===== src/rtl/cap_sense_scheduler.sv =====
`default_nettype none
// ============================================================================
// cap_sense_scheduler : round-robin charge/discharge scanner for touch pads
// Revision 1.0
// ============================================================================

module cap_sense_scheduler #(
    parameter int NUM_SENSORS      = 4,
    parameter int CNT_W            = 16,
    parameter int MAX_COUNT        = 50000,
    parameter int DISCHARGE_CYCLES = 3000,
    parameter int DEBOUNCE         = 2
) (
    input  logic                           clock,
    input  logic                           reset_n,
    input  logic                           enable,
    input  logic [CNT_W-1:0]               threshold,
    input  logic [NUM_SENSORS-1:0]         sensor_receive,
    output logic [NUM_SENSORS-1:0]         sensor_send,
    output logic [NUM_SENSORS-1:0]         touched,
    output logic [NUM_SENSORS-1:0]         timeout,
    output logic [CNT_W-1:0]               last_count,
    output logic [$clog2(NUM_SENSORS)-1:0] last_channel,
    output logic                           scan_done
);

    localparam int CH_W = $clog2(NUM_SENSORS);
    localparam int DC_W = $clog2(DISCHARGE_CYCLES + 1);
    localparam int DB_W = $clog2(DEBOUNCE + 1);

    typedef enum logic [1:0] {
        IDLE      = 2'd0,
        CHARGE    = 2'd1,
        DISCHARGE = 2'd2,
        UPDATE    = 2'd3
    } state_t;

    state_t                   state_q, state_d;
    logic [CH_W-1:0]          ch_q, ch_d;
    logic [CNT_W-1:0]         cnt_q, cnt_d;
    logic [DC_W-1:0]          dcnt_q, dcnt_d;
    logic [CNT_W-1:0]         meas_q, meas_d;
    logic                     abort_q, abort_d;
    logic                     stop_q, stop_d;
    logic [NUM_SENSORS-1:0]   rx_meta_q, rx_meta_d;
    logic [NUM_SENSORS-1:0]   rx_s_q, rx_s_d;
    logic [NUM_SENSORS-1:0]   send_q, send_d;
    logic [NUM_SENSORS-1:0]   touched_q, touched_d;
    logic [NUM_SENSORS-1:0]   timeout_q, timeout_d;
    logic [CNT_W-1:0]         last_count_q, last_count_d;
    logic [CH_W-1:0]          last_channel_q, last_channel_d;
    logic                     scan_done_q, scan_done_d;
    logic [DB_W-1:0]          db_q [NUM_SENSORS];
    logic [DB_W-1:0]          db_d [NUM_SENSORS];

    logic                     sample;
    logic [DB_W:0]            db_inc;
    logic                     go_on;

    always_comb begin
        state_d        = state_q;
        ch_d           = ch_q;
        cnt_d          = cnt_q;
        dcnt_d         = dcnt_q;
        meas_d         = meas_q;
        abort_d        = abort_q;
        stop_d         = stop_q;
        rx_meta_d      = sensor_receive;
        rx_s_d         = rx_meta_q;
        touched_d      = touched_q;
        timeout_d      = timeout_q;
        last_count_d   = last_count_q;
        last_channel_d = last_channel_q;
        scan_done_d    = 1'b0;
        db_d           = db_q;

        sample = (meas_q > threshold);
        db_inc = {1'b0, db_q[ch_q]} + (DB_W+1)'(1);
        go_on  = enable && !stop_q;

        case (state_q)
            IDLE: begin
                if (enable) begin
                    state_d = CHARGE;
                    ch_d    = '0;
                    cnt_d   = '0;
                    abort_d = 1'b0;
                    stop_d  = 1'b0;
                end
            end
            CHARGE: begin
                // Dropping enable abandons this pad; the pad is still discharged fully.
                if (!enable) begin
                    state_d = DISCHARGE;
                    dcnt_d  = '0;
                    abort_d = 1'b1;
                end else if (rx_s_q[ch_q]) begin
                    meas_d          = cnt_q;
                    timeout_d[ch_q] = 1'b0;
                    state_d         = DISCHARGE;
                    dcnt_d          = '0;
                end else if (cnt_q == CNT_W'(MAX_COUNT)) begin
                    meas_d          = CNT_W'(MAX_COUNT);
                    timeout_d[ch_q] = 1'b1;
                    state_d         = DISCHARGE;
                    dcnt_d          = '0;
                end else begin
                    cnt_d = cnt_q + CNT_W'(1);
                end
            end
            DISCHARGE: begin
                if (!enable) begin
                    stop_d = 1'b1;
                end
                if (dcnt_q == DC_W'(DISCHARGE_CYCLES - 1)) begin
                    if (abort_q) begin
                        state_d = IDLE;
                        ch_d    = '0;
                        abort_d = 1'b0;
                        stop_d  = 1'b0;
                    end else begin
                        state_d = UPDATE;
                    end
                end else begin
                    dcnt_d = dcnt_q + DC_W'(1);
                end
            end
            UPDATE: begin
                if (sample != touched_q[ch_q]) begin
                    if (db_inc == (DB_W+1)'(DEBOUNCE)) begin
                        touched_d[ch_q] = ~touched_q[ch_q];
                        db_d[ch_q]      = '0;
                    end else begin
                        db_d[ch_q] = db_inc[DB_W-1:0];
                    end
                end else begin
                    db_d[ch_q] = '0;
                end
                last_count_d   = meas_q;
                last_channel_d = ch_q;
                cnt_d          = '0;
                stop_d         = 1'b0;
                if (ch_q == CH_W'(NUM_SENSORS - 1)) begin
                    scan_done_d = 1'b1;
                    ch_d        = '0;
                    state_d     = go_on ? CHARGE : IDLE;
                end else if (go_on) begin
                    ch_d    = ch_q + CH_W'(1);
                    state_d = CHARGE;
                end else begin
                    ch_d    = '0;
                    state_d = IDLE;
                end
            end
            default: begin
                state_d = IDLE;
            end
        endcase

        // Drive is registered so it rises on the first CHARGE cycle and drops on exit.
        send_d = (state_d == CHARGE) ? (NUM_SENSORS'(1) << ch_d) : '0;
    end

    always_ff @(posedge clock or negedge reset_n) begin
        if (!reset_n) begin
            state_q        <= IDLE;
            ch_q           <= '0;
            cnt_q          <= '0;
            dcnt_q         <= '0;
            meas_q         <= '0;
            abort_q        <= 1'b0;
            stop_q         <= 1'b0;
            rx_meta_q      <= '0;
            rx_s_q         <= '0;
            send_q         <= '0;
            touched_q      <= '0;
            timeout_q      <= '0;
            last_count_q   <= '0;
            last_channel_q <= '0;
            scan_done_q    <= 1'b0;
            for (int i = 0; i < NUM_SENSORS; i++) begin
                db_q[i] <= '0;
            end
        end else begin
            state_q        <= state_d;
            ch_q           <= ch_d;
            cnt_q          <= cnt_d;
            dcnt_q         <= dcnt_d;
            meas_q         <= meas_d;
            abort_q        <= abort_d;
            stop_q         <= stop_d;
            rx_meta_q      <= rx_meta_d;
            rx_s_q         <= rx_s_d;
            send_q         <= send_d;
            touched_q      <= touched_d;
            timeout_q      <= timeout_d;
            last_count_q   <= last_count_d;
            last_channel_q <= last_channel_d;
            scan_done_q    <= scan_done_d;
            for (int i = 0; i < NUM_SENSORS; i++) begin
                db_q[i] <= db_d[i];
            end
        end
    end

    assign sensor_send  = send_q;
    assign touched      = touched_q;
    assign timeout      = timeout_q;
    assign last_count   = last_count_q;
    assign last_channel = last_channel_q;
    assign scan_done    = scan_done_q;

endmodule

`default_nettype wire

===== config.mk =====
export PLATFORM = sky130hd
export DESIGN_NAME = cap_sense_scheduler
export DESIGN_NICKNAME = d
export VERILOG_FILES = /design/src/rtl/cap_sense_scheduler.sv
export SDC_FILE = /design/constraint.sdc
export NUM_CORES = 1
export LEC_CHECK = 0
export BUFFER_PORTS_ARGS = -buffer_cell sky130_fd_sc_hd__buf_2
export CAP_MARGIN = 10
export CORE_ASPECT_RATIO = 2
export CORE_UTILIZATION = 55
export CTS_CLUSTER_SIZE = 24
export DETAILED_ROUTE_END_ITERATION = 10
export GPL_TIMING_DRIVEN = 0
export PLACE_DENSITY_LB_ADDON = 0.2
export SKIP_LAST_GASP = 1
export SLEW_MARGIN = 10
export SYNTH_ARGS = -nofsm -noshare
export SYNTH_HDL_FRONTEND = slang
export SYNTH_SLANG_ARGS = --single-unit

===== constraint.sdc =====
create_clock -name clock -period 3.8 [get_ports clock]
set_input_delay 0.57 -clock clock [delete_from_list [all_inputs] [get_ports clock]]
set_output_delay 0.57 -clock clock [all_outputs]
set_load 0.01 [all_outputs]

==> qor.tcl, run 1 <==
set qor(criticalPathCategory) {reg2reg}
set qor(clockPowerShare_pct) 29.8
set qor(setup_violations) 0
set qor(routabilityCongestion) 0.882
set qor(hold_slack_ns) 0.164
set qor(drive_gt1_share_pct) 20.3
set qor(synthesis.area_sq_mm) 0.00488
set qor(p_seq_share_pct) 38.2
set qor(drt-wirelength-per-cell_um) 17.8
set qor(finalCritPeriodShare_pct) 78.3
set qor(critical_path.startpoint_type) {flop}
set qor(globalRouteTotalUtil_pct) 25.8
set qor(ios) 54
set qor(clock_buffers_created_by_tritoncts) 9
set qor(cts_htree_levels) 3
set qor(instances_no_fill) 612
set qor(antenna_found_initial) 0
set qor(clock_latency_ns) 0.34
set qor(dp_cells) 596
set qor(cts_root_buf) {sky130_fd_sc_hd__clkbuf_16}
set qor(max_cap_viol_count) 0
set qor(critical-path-max-stage-delay_ns) 0.64
set qor(ys_ff_latch) 97
set qor(synth_fp_nets) 496
set qor(post_synth_inst_count) 443
set qor(setup_repair_after_global_routing_missed_its_margin) {no}
set qor(grt_remaining_overflow) 0
set qor(wl_mm) 10.9
set qor(r2r-end) {db_q[4]$_DFFE_PN0P_}
set qor(cpMaxStageDelayCell) {sky130_fd_sc_hd__nor4_1}
set qor(critPathLaunch) {meas_q[13]$_DFFE_PN0P_}
set qor(post-route-util_pct) 65.6
set qor(cp_data_required_time_ns) 4.02
set qor(p_switching_mw) 1.20
set qor(grt_start_max_net_pins) 66
set qor(timing.reg2reg.setup_slack_ns) 0.82
set qor(routed_via_density) 5.97
set qor(num-nets-final) 560
set qor(die_area_sq_mm) 0.00927
set qor(power_mw) 3.49
set qor(postCtsResizedCells) 0
set qor(tightest_slew_ns) 0.794
set qor(place_hpwl_mm) 7.92
set qor(hold_class) {in2async}
set qor(timing.final.crit_period_ns) 2.98
set qor(postRouteAntennaNets) 0
set qor(slew_headroom_pct) 46.7
set qor(postCtsHoldBufs) 0
set qor(die_w_um) 68.6
set qor(share_comb_of_total_power_pct) 32.0
set qor(yosysWarnings) 0
set qor(post-cts-setup-buffer-count) 0
set qor(cell_internal_pwr_mw) 2.29
set qor(start_util_pct) 56.8
set qor(cp_cell_sequence) {ha_1, nand4_1, nor4_1, o21ai_1, a31oi_4, xnor2_1, o41ai_1}
set qor(path_max_fanout) 9
set qor(endpoint_kind) {flop}
set qor(clkSinkCount) 97
set qor(arrival_worst_endpoint_ns) 3.20
set qor(dr_total_vias) 3652
set qor(first_global_vias) 3663
set qor(worst_ir_drop_on_vdd_uv) 298
set qor(first_iter_violations) 274
set qor(firstDrtPassIters) 5
set qor(hold_viol) 0
set qor(finalClockSkew_ns) 0.00655
set qor(sequential_fraction_of_the_synthesis_area_pct) 49.8
set qor(fp.coreArea_sq_mm) 0.00859
set qor(floorplan.die.height_um) 135
set qor(run_status) {finished clean}
set qor(reg2reg_from) {meas_q[13]$_DFFE_PN0P_}
set qor(clk_pin_slew_worst_paths_ns) 0.07
set qor(p_per_area_mw_per_mm2) 620
set qor(final-max-slew-violation-count) 0
set qor(synth.lib_cells_used.distinct) 55
set qor(syn_avg_cell_area_sq_um) 11.0
set qor(leakage_nw) 2.72
set qor(tritoncts) {done}
set qor(grt_pass1_wl_mm) 17.6
set qor(antenna-diode-count) 0
set qor(fin_tns_setup_ns) 0
set qor(synth_enable_flop_cells) 0
set qor(cp-endpoint) {db_q[4]$_DFFE_PN0P_}
set qor(drc) 0
set qor(buffer_ports.inserted) 52
set qor(clockBufferDepth) 2
set qor(asr_flop_ratio_synth_pct) 100
set qor(syn_to_final_growth_pct) 15.6
set qor(switching_share_pct) 34.5
set qor(fmax_ghz) 0.336
set qor(synth_top_flop_cell) {sky130_fd_sc_hd__dfrtp_1}
set qor(fp-row-count) 48
set qor(ff2ff_path_depth) 7
-- registers in the layout, indices dropped and copies added, names as in the netlist, named ones only --
register and flops:
last_count 16, db_q 8, meas_q 16, rx_s_q 4, last_channel 2, state_q 2, scan_done 1, touched 4
ch_q 2, cnt_q 16, stop_q 1, abort_q 1, rx_meta_q 4, dcnt_q 12, sensor_send 4
-- cell usage after synthesis, types with 4 or more instances --
cell / instances / area [sq um]
sky130_fd_sc_hd__nor2_1: 35 / 131
sky130_fd_sc_hd__clkbuf_1: 7 / 26.3
sky130_fd_sc_hd__nor2b_1: 4 / 25.0
sky130_fd_sc_hd__inv_1: 30 / 113
sky130_fd_sc_hd__o22a_1: 6 / 52.6
sky130_fd_sc_hd__a22o_1: 10 / 87.6
sky130_fd_sc_hd__mux2_2: 19 / 214
sky130_fd_sc_hd__and3_1: 4 / 25.0
sky130_fd_sc_hd__nor3_1: 11 / 55.1
sky130_fd_sc_hd__o41ai_1: 8 / 70.1
sky130_fd_sc_hd__xnor2_1: 13 / 114
sky130_fd_sc_hd__nand3_1: 18 / 90.1
sky130_fd_sc_hd__nand4_1: 9 / 56.3
sky130_fd_sc_hd__dfrtp_1: 97 / 2430
sky130_fd_sc_hd__nor4bb_1: 4 / 40.0
sky130_fd_sc_hd__nand2_1: 35 / 131
sky130_fd_sc_hd__xor2_1: 11 / 96.3
sky130_fd_sc_hd__o21ai_0: 13 / 65.1
sky130_fd_sc_hd__a41oi_1: 5 / 43.8
sky130_fd_sc_hd__a21oi_1: 21 / 105
sky130_fd_sc_hd__ha_1: 30 / 375
-- area by class of cell --
type | instances | area [sq um]
clock buffers | 10 | 229
well taps | 100 | 125
inverters | 30 | 113
fillers | 685 | 2950
plain buffers | 14 | 66.3
flip-flops and latches | 97 | 2430
multi-input cells | 302 | 2270
clock inverters | 6 | 115
repair buffers | 53 | 290
-- power groups by stage --
| stage | logic (mW) | clock network [mW] | registers (mW) |
|---|---|---|---|
| 2_1_floorplan | 0.751 | 0 | 1.35 |
| 3_3_place_gp | 1.06 | 0 | 1.34 |
| 3_5_place_dp | 1.10 | 0 | 1.35 |
| 4_1_cts | 1.12 | 1.06 | 1.33 |
| 5_1_grt | 1.22 | 1.10 | 1.36 |
| 6_report | 1.12 | 1.04 | 1.33 |
-- placed cells by master (no fill, tap or decap), drive strengths merged, types with 3 or more instances in the layout --
cell type,count
a41oi,6
buf,60
nor4,3
nor3b,5
mux4,4
bufinv,3
nand2b,3
nand3,18
xor2,11
nor3,12
o41ai,8
o21ai,16
mux2,19
inv,31
nor2,35
xnor2,13
nand4,9
and3,4
nor4bb,4
ha,30
or3,3
nand2,36
o22a,6
nor2b,4
dfrtp,97
a21oi,21
a22o,10
clkbuf,17
-- stage by stage --
stage / cell area [sq um] / setup slack [ns]
after floorplan: 4880 / 1.39
after global placement: 5260 / 0.765
after detailed placement: 5290 / 0.616
after CTS: 5640 / 0.884
after global routing: 5640 / 0.666
final: 5640 / 0.824
-- metal layers --
layer  track usage, %  wire length [um]  part of all wire [%]  vias up
met3             4.63               257                   2.4       24
met5                0                 0                     0        -
met1             27.6              4120                    38     1828
met4             11.5               320                   2.9        0
met2             46.9              6190                    57       81
li1                 -                 -                     -     1719
-- worst min path at each step --
stage | start | end | slack, ns | cells after the start
2_1_floorplan | reset_n | async pin | 0.27 | 0
3_3_place_gp | rx_meta_q[3]$_DFF_PN0_ | rx_s_q[3]$_DFF_PN0_ | 0.33 | 0
3_5_place_dp | rx_meta_q[2]$_DFF_PN0_ | rx_s_q[2]$_DFF_PN0_ | 0.34 | 0
4_1_cts | reset_n | touched[2]$_DFFE_PN0P_ | 0.17 | 1
5_1_grt | reset_n | last_channel[0]$_DFFE_PN0P_ | 0.20 | 1
6_report | reset_n | touched[2]$_DFFE_PN0P_ | 0.16 | 1
-- cell families after synthesis --
group,Yosys count,share of synthesized area [%]
and+or+nand+nor,144,15.2
DFF,97,49.8
AOI/OAI and AO/OA,79,12.5
buffers and inverters,44,3.67
adders and majority gates,30,7.70
muxes,25,6.88
xor gates and xnor gates,24,4.31
-- worst max-delay path, delay by kind of cell, from the launching register on --
kind / cells / cell delay, ns
compound gates: 3 / 1.02
xor+xnor: 1 / 0.27
fa+ha+maj: 1 / 0.31
flops: 1 / 0.41
simple gates: 2 / 0.85
No activity file was read; power rests on OpenSTA's default activity.
==> run 2, diff against run 1 <==
Settings changed: ABC_AREA set to 1, CORE_UTILIZATION 55 to 54.
Clock period 3.8 ns to 2.55 ns, I/O delays scaled along.
==> run 2 against run 1 <==
  * Hold slack worse by 0.14 ns
  * Total power is 73% higher
  * Routed wire length is 24% higher
  * Critical endpoint is now db_q[2]$_DFFE_PN0P_
  * Via count is 32% higher
==> qor.tcl, run 2 <==
set qor(clkSinkCount) 97 ;# unchanged
set qor(final-max-slew-violation-count) 0 ;# unchanged
set qor(synth_fp_nets) 728 ;# +47%
set qor(post_synth_inst_count) 675 ;# +52%
set qor(synthesis.area_sq_mm) 0.00557 ;# +14%
set qor(place_hpwl_mm) 10.5 ;# +32%
set qor(antenna_found_initial) 0 ;# unchanged
set qor(die_w_um) 73.8 ;# +7.6%
set qor(power_mw) 6.03 ;# +73%
set qor(compound_gate_portion_of_the_synthesized_area_pct) 10.1 ;# -2.4 points
set qor(yosys.area_share.simple_pct) 29.6 ;# +14 points
set qor(met3_wirelength_um) 480 ;# +87%
set qor(routed_via_density) 5.46 ;# -8.4%
set qor(floorplan.die.height_um) 146 ;# +7.8%
set qor(clockBufferDepth) 2 ;# unchanged
set qor(timing.final.crit_period_ns) 2.31 ;# -0.661 ns
set qor(synth.lib_cells_used.distinct) 42 ;# -24%
set qor(synth_top_flop_cell) {sky130_fd_sc_hd__dfrtp_1}
set qor(hold_viol) 0 ;# unchanged
set qor(firstDrtPassIters) 7 ;# +2
set qor(routedLengthMet1_mm) 4.95 ;# +20%
set qor(die_area_sq_mm) 0.0108 ;# +16%
set qor(grt_remaining_overflow) 0 ;# unchanged
set qor(tightest_slew_ns) 0.574 ;# -0.220 ns
set qor(final_cell_mix) {sky130_fd_sc_hd__nand2_1 (169), sky130_fd_sc_hd__dfrtp_1 (97), sky130_fd_sc_hd__inv_1 (74)}
set qor(ios) 54 ;# unchanged
set qor(post_synthesis_share_of_cell_area_spent_on_full_adders_half_adders_and_majority_gates_pct) 6.74 ;# -0.96 points
set qor(critical_path.most_common_cell) {sky130_fd_sc_hd__nand2_1}
set qor(endpoint_kind) {flop}
set qor(arrival_worst_endpoint_ns) 2.60 ;# -0.60 ns
set qor(synth_xor_xnor_area_share_pct) 2.04 ;# -2.3 points
set qor(final_critical_path_setup_slack_ns) 0.235 ;# -0.589 ns
set qor(wl_met2_mm) 7.67 ;# +24%
set qor(cp_cell_sequence) {buf_4, a21oi_1, o21ai_0, nand2_1, inv_1, ha_1, clkinv_1, o21ai_0, nand3_1, nand2_1, nand3_1, nand2_1}
set qor(postRouteAntennaNets) 0 ;# unchanged
set qor(p_per_area_mw_per_mm2) 954 ;# +54%
set qor(critical_path.startpoint_type) {flop}
set qor(grt_pass1_wl_mm) 22.5 ;# +28%
set qor(finalCritPeriodShare_pct) 90.8 ;# +12 points
set qor(globalRouteTotalUtil_pct) 27.2 ;# +1.4 points
set qor(route.top_layer_used) {met4}
set qor(clock_latency_ns) 0.35 ;# about the same
set qor(routabilityCongestion) 0.943 ;# +6.9%
set qor(fp.coreArea_sq_mm) 0.0101 ;# +17%
set qor(first_iter_violations) 281 ;# +2.6%
set qor(drive_gt1_share_pct) 17.6 ;# -2.7 points
set qor(ys_top_cells_by_count) {sky130_fd_sc_hd__nand2_1 (169), sky130_fd_sc_hd__dfrtp_1 (97), sky130_fd_sc_hd__inv_1 (74)}
set qor(hold_slack_ns) 0.0255 ;# -0.139 ns
set qor(layout.cells.most_common) {sky130_fd_sc_hd__nand2_1}
set qor(yosysWarnings) 0 ;# unchanged
set qor(grt_start_max_net_pins) 57 ;# -14%
set qor(hold_class) {in2async}
set qor(first_global_vias) 4843 ;# +32%
set qor(dominant_combinational_cell_family_by_area_after_synthesis) {simple AND/OR/NAND/NOR gates}
set qor(critical-path-max-stage-delay_ns) 0.50 ;# -0.14 ns
set qor(synth_top_area_cell) {sky130_fd_sc_hd__dfrtp_1}
set qor(run_status) {finished clean}
set qor(max_cap_viol_count) 0 ;# unchanged
set qor(buffer_ports.inserted) 53 ;# +1.9%
set qor(fp-row-count) 52 ;# +8.3%
set qor(clk_pin_slew_worst_paths_ns) 0.07 ;# about the same
set qor(fmax_ghz) 0.432 ;# +29%
set qor(synth_enable_flop_cells) 0 ;# unchanged
set qor(asr_flop_ratio_synth_pct) 100 ;# unchanged
set qor(sequential_fraction_of_the_synthesis_area_pct) 43.6 ;# -6.2 points
set qor(cts_root_buf) {sky130_fd_sc_hd__clkbuf_16}
set qor(tritoncts) {done}
set qor(setup_repair_after_global_routing_missed_its_margin) {no}
set qor(setup_violations) 0 ;# unchanged
set qor(num-nets-final) 793 ;# +42%
set qor(drc) 0 ;# unchanged
set qor(synth.most_common_cell) {sky130_fd_sc_hd__nand2_1}
set qor(post_synth_mux_area_share_pct) 0 ;# -6.9 points
set qor(cts_htree_levels) 3 ;# unchanged
set qor(dr_total_vias) 4808 ;# +32%
set qor(clock_buffers_created_by_tritoncts) 9 ;# unchanged
set qor(syn_avg_cell_area_sq_um) 8.25 ;# -25%
set qor(antenna-diode-count) 0 ;# unchanged
set qor(syn_to_final_growth_pct) 13.4
set qor(cpMaxStageDelayCell) {sky130_fd_sc_hd__dfrtp_1}
set qor(leakage_nw) 3.18 ;# +17%
set qor(start_util_pct) 55.2 ;# -1.5 points
set qor(finalClockSkew_ns) 0.00376 ;# -0.00280 ns
set qor(synthDominantCellAreaShare_pct) 43.6 ;# -6.2 points
set qor(postCtsHoldBufs) 0 ;# unchanged
set qor(dpl_worst_slack_ns) 0.216 ;# -0.400 ns
set qor(slew_headroom_pct) 61.7 ;# +15 points
set qor(synth.area.top_cells) {sky130_fd_sc_hd__dfrtp_1 (44%), sky130_fd_sc_hd__nand2_1 (11%), sky130_fd_sc_hd__ha_1 (6.7%)}
set qor(ys_ff_latch) 97 ;# unchanged
set qor(criticalPathCategory) {reg2reg}
set qor(drt-wirelength-per-cell_um) 15.4 ;# -14%
set qor(worst_ir_drop_on_vdd_uv) 582 ;# +95%
set qor(cp_data_required_time_ns) 2.84 ;# -1.18 ns
set qor(fin_tns_setup_ns) 0 ;# unchanged
set qor(wl_mm) 13.5 ;# +24%
set qor(path_max_fanout) 10 ;# +1
set qor(layout.filler_cells) 912 ;# +33%
-- run 2: cell count changes in the layout (fill, tap and decap cells not counted), moves of 10 or more --
cell,delta
sky130_fd_sc_hd__nand2_1,+134
sky130_fd_sc_hd__inv_1,+44
sky130_fd_sc_hd__nand3_1,+34
sky130_fd_sc_hd__o21ai_0,+25
sky130_fd_sc_hd__mux2_2,-19
sky130_fd_sc_hd__xnor2_1,-13
sky130_fd_sc_hd__o31ai_1,+12
sky130_fd_sc_hd__inv_2,+10
-- run 2: stage by stage --
stage                     cell area, sq um  cells  util (%)
final                                 6320    880      62.7
after global routing                  6320    880      62.7
after CTS                             6320    880      62.6
after detailed placement              6030    864      59.8
after global placement                6000    863      59.5
after floorplan                       5570    675         -
-- run 2: layout make-up --
cell class	count	area, sq um	share of cell area, %
buffer	15	111	1.76
clock buffer	10	239	3.78
clock inverter	6	43.8	0.693
inverter	87	329	5.21
multi-input combinational	476	2700	42.8
sequential	97	2430	38.4
tap	135	169	2.67
timing repair buffer	54	295	4.67
-- run 2: worst paths after layout --
kind | from | to | slack (ns) | cells past startpoint
worst max-delay path | ch_q[0]$_DFF_PN0_ | db_q[2]$_DFFE_PN0P_ | 0.24 | 12
worst min-delay path | reset_n | last_count[3]$_DFFE_PN0P_ | 0.03 | 1
worst max register to register | ch_q[0]$_DFF_PN0_ | db_q[2]$_DFFE_PN0P_ | 0.24 | 12
worst min register to register | rx_meta_q[1]$_DFF_PN0_ | rx_s_q[1]$_DFF_PN0_ | 0.35 | 0
max in group asynchronous | reset_n | scan_done$_DFF_PN0_ | 1.85 | 2
min in group clock | sensor_receive[2] | rx_meta_q[2]$_DFF_PN0_ | 0.13 | 1
-- run 2: power by group --
group / internal [mW] / switching, mW / leakage, nW
clock network: 0.688 / 0.608 / 0.127
registers: 1.87 / 0.251 / 1.29
logic: 0.876 / 1.74 / 1.76
total: 3.43 / 2.60 / 3.18
-- run 2: cell families (layout without fill, tap and decap cells) --
family | after synthesis | count (layout)
xor+xnor | 13 | 13
flops | 97 | 97
compound gates | 95 | 95
fa+ha+maj | 30 | 30
buf+inv | 102 | 172
simple gates | 338 | 338
-- run 2: layer usage --
layer  up-vias  track usage, %
met5         -               0
met4         0            11.2
met3        37            4.78
met2       142            51.2
met1      2279            28.3
li1       2350               -
-- run 2: repair_timing --
item	4_1_cts	5_1_grt
buffers inserted	0	0
resized for setup	0	2
endpoints found under the hold margin	0	0
endpoints found under the setup margin	0	7
-- run 2: critical path: cells and delay by family (launching register included) --
family | cells | cell delay [ns]
fa+ha+maj | 1 | 0.22
simple gates | 5 | 0.46
buf+inv | 3 | 0.64
compound gates | 3 | 0.42
flops | 1 | 0.50
